File: src/rtl/i2c_reg_bank.sv
// Register bank behind the I2C slave front end: ID/control/alert/scratch registers
// plus saturating goodCRC and illegal-access counters, with a one-access-per-request handshake.
module i2c_reg_bank #(
    parameter logic [15:0] VENDOR_ID  = 16'h1234,
    parameter logic [15:0] PRODUCT_ID = 16'h0001,
    parameter logic [6:0]  DEV_ADDR   = 7'h2A
) (
    input  logic        CLK,
    input  logic        Reset,
    input  logic [7:0]  ADDR,
    input  logic        RNW,
    input  logic        req,
    input  logic [15:0] WR_DATA,
    input  logic        goodCRC,
    input  logic [15:0] evt_in,
    output logic [15:0] RD_DATA,
    output logic        ack,
    output logic        err,
    output logic        alert_n,
    output logic [15:0] ctrl_out
);

    typedef enum logic [1:0] {
        IDLE = 2'b01,
        HOLD = 2'b10
    } state_t;

    state_t      state;
    logic [15:0] control;
    logic [15:0] alert;
    logic [15:0] alertMask;
    logic [15:0] crcCount;
    logic [15:0] errCount;
    logic [15:0] scratch [8];

    logic        inRange;
    logic [3:0]  idx;
    logic        accept;
    logic        illegal;
    logic        legalWrite;
    logic [15:0] w1cMask;

    assign inRange    = (ADDR[7:4] == 4'h0);
    assign idx        = ADDR[3:0];
    assign accept     = (state == IDLE) && req;
    // Writes to the read-only ID registers and anything outside the map are rejected.
    assign illegal    = accept && (!inRange || (!RNW && (idx < 4'd3)));
    assign legalWrite = accept && !RNW && !illegal;
    assign w1cMask    = (legalWrite && idx == 4'd4) ? WR_DATA : 16'h0000;
    assign ctrl_out   = control;

    always_comb begin
        RD_DATA = 16'h0000;
        if (inRange) begin
            if (idx[3]) begin
                RD_DATA = scratch[idx[2:0]];
            end else begin
                case (idx[2:0])
                    3'd0: RD_DATA = VENDOR_ID;
                    3'd1: RD_DATA = PRODUCT_ID;
                    3'd2: RD_DATA = {9'b0, DEV_ADDR};
                    3'd3: RD_DATA = control;
                    3'd4: RD_DATA = alert;
                    3'd5: RD_DATA = alertMask;
                    3'd6: RD_DATA = crcCount;
                    3'd7: RD_DATA = errCount;
                    default: RD_DATA = 16'h0000;
                endcase
            end
        end
    end

    // Reset parks in HOLD so a request left high across reset is ignored until it drops.
    always_ff @(posedge CLK) begin
        if (!Reset) begin
            state <= HOLD;
            ack   <= 1'b0;
            err   <= 1'b0;
        end else begin
            ack <= accept;
            err <= illegal;
            case (state)
                IDLE:    if (req) state <= HOLD;
                HOLD:    if (!req) state <= IDLE;
                default: state <= HOLD;
            endcase
        end
    end

    always_ff @(posedge CLK) begin
        if (!Reset) begin
            control   <= 16'h0000;
            alertMask <= 16'hFFFF;
            for (int i = 0; i < 8; i++) scratch[i] <= 16'h0000;
        end else if (legalWrite) begin
            if (idx[3]) scratch[idx[2:0]] <= WR_DATA;
            else if (idx == 4'd3) control <= WR_DATA;
            else if (idx == 4'd5) alertMask <= WR_DATA;
        end
    end

    // Incoming events are OR-ed in after the clear, so a set beats a simultaneous W1C.
    always_ff @(posedge CLK) begin
        if (!Reset) begin
            alert   <= 16'h0000;
            alert_n <= 1'b1;
        end else begin
            alert   <= (alert & ~w1cMask) | evt_in;
            alert_n <= ~|(alert & alertMask);
        end
    end

    always_ff @(posedge CLK) begin
        if (!Reset) begin
            crcCount <= 16'h0000;
            errCount <= 16'h0000;
        end else begin
            if (legalWrite && idx == 4'd6) begin
                crcCount <= goodCRC ? 16'h0001 : 16'h0000;
            end else if (goodCRC && crcCount != 16'hFFFF) begin
                crcCount <= crcCount + 16'd1;
            end
            if (legalWrite && idx == 4'd7) begin
                errCount <= 16'h0000;
            end else if (illegal && errCount != 16'hFFFF) begin
                errCount <= errCount + 16'd1;
            end
        end
    end

endmodule

File: config.mk
export PLATFORM = sky130hd
export DESIGN_NAME = i2c_reg_bank
export DESIGN_NICKNAME = d
export VERILOG_FILES = /design/src/rtl/i2c_reg_bank.sv
export SDC_FILE = /design/constraint.sdc
export NUM_CORES = 1
export LEC_CHECK = 0
export BUFFER_PORTS_ARGS = -buffer_cell sky130_fd_sc_hd__buf_2
export CAP_MARGIN = 20
export CORE_MARGIN = 2
export CORE_UTILIZATION = 30
export DETAILED_ROUTE_END_ITERATION = 8
export SLEW_MARGIN = 0
export SYNTH_ARGS = -nofsm -noshare
export SYNTH_HDL_FRONTEND = slang
export SYNTH_SLANG_ARGS = --single-unit
export TNS_END_PERCENT = 30
File: constraint.sdc
create_clock -name CLK -period 3.7 [get_ports CLK]
set_input_delay 0.74 -clock CLK [delete_from_list [all_inputs] [get_ports CLK]]
set_output_delay 0.74 -clock CLK [all_outputs]
set_load 0.01 [all_outputs]
==> results.toml <==
[status]
status = "finished, final reports clean"

[pwr]
combPwrFrac = 0.071
seq_power_share = 0.485
cellPowerDensity_nw_per_um2 = 441
p_sw_frac = 0.227
vdd_ir_drop_max_mv = 0.296
pwr-share-clk = 0.445
internal-power_uw = 4150
power.leakage_uw = 0.00483
switchingPower_uw = 1220

[place]
io_buffers = 79
place_congestion = 0.833
placed_cells = 1375
dp_hpwl_um = 21000

[global_routing]
grt_start_max_net_pins = 47
antenna_found_initial = 1
globalRouteOverflowTotal = 0
grt_pass1_wl_um = 44400
grt_pass1_vias = 7021
grt_usage = 0.162

[die]
dieArea_um2 = 36200
start_util = 0.303
die_w_um = 190
io_pins = 80
die_y_um = 190
core_area_um2 = 34400
fp-row-count = 68

[layout]
fill_cells = 3399
final_nets = 994
multi_input_area_um2 = 4450
drive_above_1_share = 0.227
finalNonFillerCells = 1422
area_growth_syn_to_layout_pct = 17.1
final-seq-area_um2 = 5550

[critical_path]
startpoint_type = "input port"
slowest_delay_ps = 650
crit_path_end_kind = "primary output"
cpMostUsedCell = "buf_2"
slowest_stage = "or3_1"
crit_chain = "buf_2 > or4_4 > or3_1 > o22ai_1 > buf_2"
worstPathRequired_ps = 2960
crit_type = "in2out"
crit_fanout = 10
arrival_ps = 2700

[drt]
routed_wirelength_um = 29500
drc = 0
antenna_left = 0
viasPerCell = 5.26
drtIter0Drc = 761
first_pass_iters = 5
wl_per_cell_um = 20.7
vias = 7474

[clocking]
clk_pin_slew_ps = 60
cts_setup_buffers = 0
cts.htree.levels = 1
cts_tree = "yes"
root_buffer = "clkbuf_16"
cts.sinks = 213
cts_buffer_depth = 3
postCtsHoldBufs = 0
numCtsBuffers = 24
ctsResizeCount = 0
insertion_delay_ps = 520

[yosys]
netlist_instances = 871
synth-async-reset-ratio = 0
syn_nets = 918
syn_area_per_cell_um2 = 11.9
netlist_area_um2 = 10400
synth_edf_count = 128
ys.flop_type = "edfxtp_1"
yosys_warnings = 0
synth-seq-area-share = 0.533
synth_cell_type_count = 60
synth_seq_cells = 213

[sta]
fmax_mhz = 290
min_period_over_period = 0.931
rsz0062_at_grt = "false"
final.setup.tns_ps = 0
tightest_slew_ps = 957
hold_viol_final = 0
period_needed_ps = 3440
clock_skew_ps = 14.5
slew_headroom = 0.357
setup_viol = 0
report.final.slew_viol_count = 0

[worst_hold_path]
hp-class = "in2reg"

[run]
drv_cap = 0
[power groups by stage]
stage          sequential, uW  clock [uW]  combinational (uW)
2_1_floorplan            2640           0                 235
3_3_place_gp             2650           0                 373
3_5_place_dp             2650           0                 377
4_1_cts                  2600        2430                 379
5_1_grt                  2610        2520                 406
6_report                 2600        2390                 379
[layout by cell type, fill, tap and decap left out, types with 24 or more instances in the layout]
master	instances
nor2_1	26
mux4_2	41
nand2_1	42
o21ai_0	31
inv_1	30
clkbuf_16	25
edfxtp_1	128
dfxtp_1	85
buf_2	77
mux2i_1	57
and3_1	24
buf_4	38
and2_1	114
[cell usage after synthesis, types with 2 or more instances]
master / number / share of area
nor4_1: 4 / 0.0024
nor2b_1: 6 / 0.0036
ha_1: 2 / 0.0024
nor4_4: 3 / 0.0061
a41oi_1: 2 / 0.0017
or2_2: 2 / 0.0012
nor4b_1: 2 / 0.0017
buf_2: 9 / 0.0043
and3_1: 24 / 0.014
nor3_4: 4 / 0.0063
o31ai_1: 13 / 0.0094
nand2_1: 42 / 0.015
nor3_1: 5 / 0.0024
a22oi_1: 15 / 0.011
dfxtp_1: 85 / 0.16
mux2i_1: 57 / 0.055
nand3_1: 15 / 0.0072
a31oi_1: 20 / 0.012
nand4_1: 13 / 0.0078
or3_1: 6 / 0.0036
o22ai_1: 12 / 0.0072
clkbuf_1: 42 / 0.015
buf_1: 12 / 0.0043
mux4_2: 41 / 0.089
and2_1: 114 / 0.069
and3b_1: 3 / 0.0025
a21oi_1: 21 / 0.010
or4_1: 13 / 0.0094
o21ai_0: 31 / 0.015
inv_1: 30 / 0.011
a211oi_1: 6 / 0.0043
edfxtp_1: 128 / 0.37
or4_4: 2 / 0.0022
buf_6: 4 / 0.0043
a221oi_1: 7 / 0.0059
nand2b_1: 12 / 0.0072
nor2_1: 26 / 0.0094
nor4bb_1: 2 / 0.0019
a22o_1: 4 / 0.0034
and4_1: 4 / 0.0034
mux2_2: 9 / 0.0097
[registers in the layout, summed over array words and instances, names as in the netlist]
name	count
scratch	128
alertMask	16
alert	16
crcCount	16
ctrl_out	16
errCount	16
state	2
ack	1
alert_n	1
err	1
[area by class of cell]
class | count | share of cell area
Clock inverter | 8 | 0.00760
Multi-Input combinational cell | 560 | 0.365
Clock buffer | 36 | 0.0568
Timing Repair Buffer | 117 | 0.0583
Antenna cell | 2 | 0.000411
Sequential cell | 213 | 0.455
Inverter | 31 | 0.00955
Tap cell | 455 | 0.0467
[routing by layer]
metal	GRT usage	wire length, um	vias to the layer above	part of all wire
li1	-	-	3441	-
met1	0.246	14000	3720	0.48
met2	0.243	12800	275	0.43
met3	0.0266	2110	38	0.072
met4	0.0337	554	0	0.019
met5	0	0	-	0
[through the flow]
stage          cell area, um2  total power, uW  utilization  hold WS, ps  setup slack, ps
3_5_place_dp            11400             3030        0.331          487              317
3_3_place_gp            11400             3020        0.331          480              302
2_1_floorplan           10400             2870            -          455              546
6_report                12200             5370        0.354          479              257
4_1_cts                 12200             5410        0.354          469              307
5_1_grt                 12200             5540        0.354          485              168
[critical path, delay by kind of cell]
kind,cells,cell delay (ps)
AO/OA/AOI/OAI,1,360
AND/OR/NAND/NOR,2,1290
buffers and inverters,2,310
[logic make-up after synthesis]
| kind of cell | count (synthesis) | synth area share |
|---|---|---|
| buf+inv | 98 | 0.0393 |
| xor+xnor | 1 | 0.000842 |
| simple gates | 307 | 0.181 |
| mux | 107 | 0.153 |
| compound gates | 143 | 0.0900 |
| fa+ha+maj | 2 | 0.00241 |
| flops | 213 | 0.533 |
[path summary, 6_finish.rpt]
kind / from / endpoint / slack, ps / cells past startpoint
hold reg to reg: alertMask[15]$_SDFFE_PN1P_ / alertMask[15]$_SDFFE_PN1P_ / 500 / 2
hold / removal: evt_in[11] / alert[11]$_SDFF_PN0_ / 480 / 3
setup / recovery: ADDR[5] / RD_DATA[14] / 260 / 5
setup reg to reg: state[1]$_SDFFE_PN1P_ / scratch[0][4]$_SDFFCE_PN0P_ / 1370 / 5
Power figures use the tool's default switching activity.
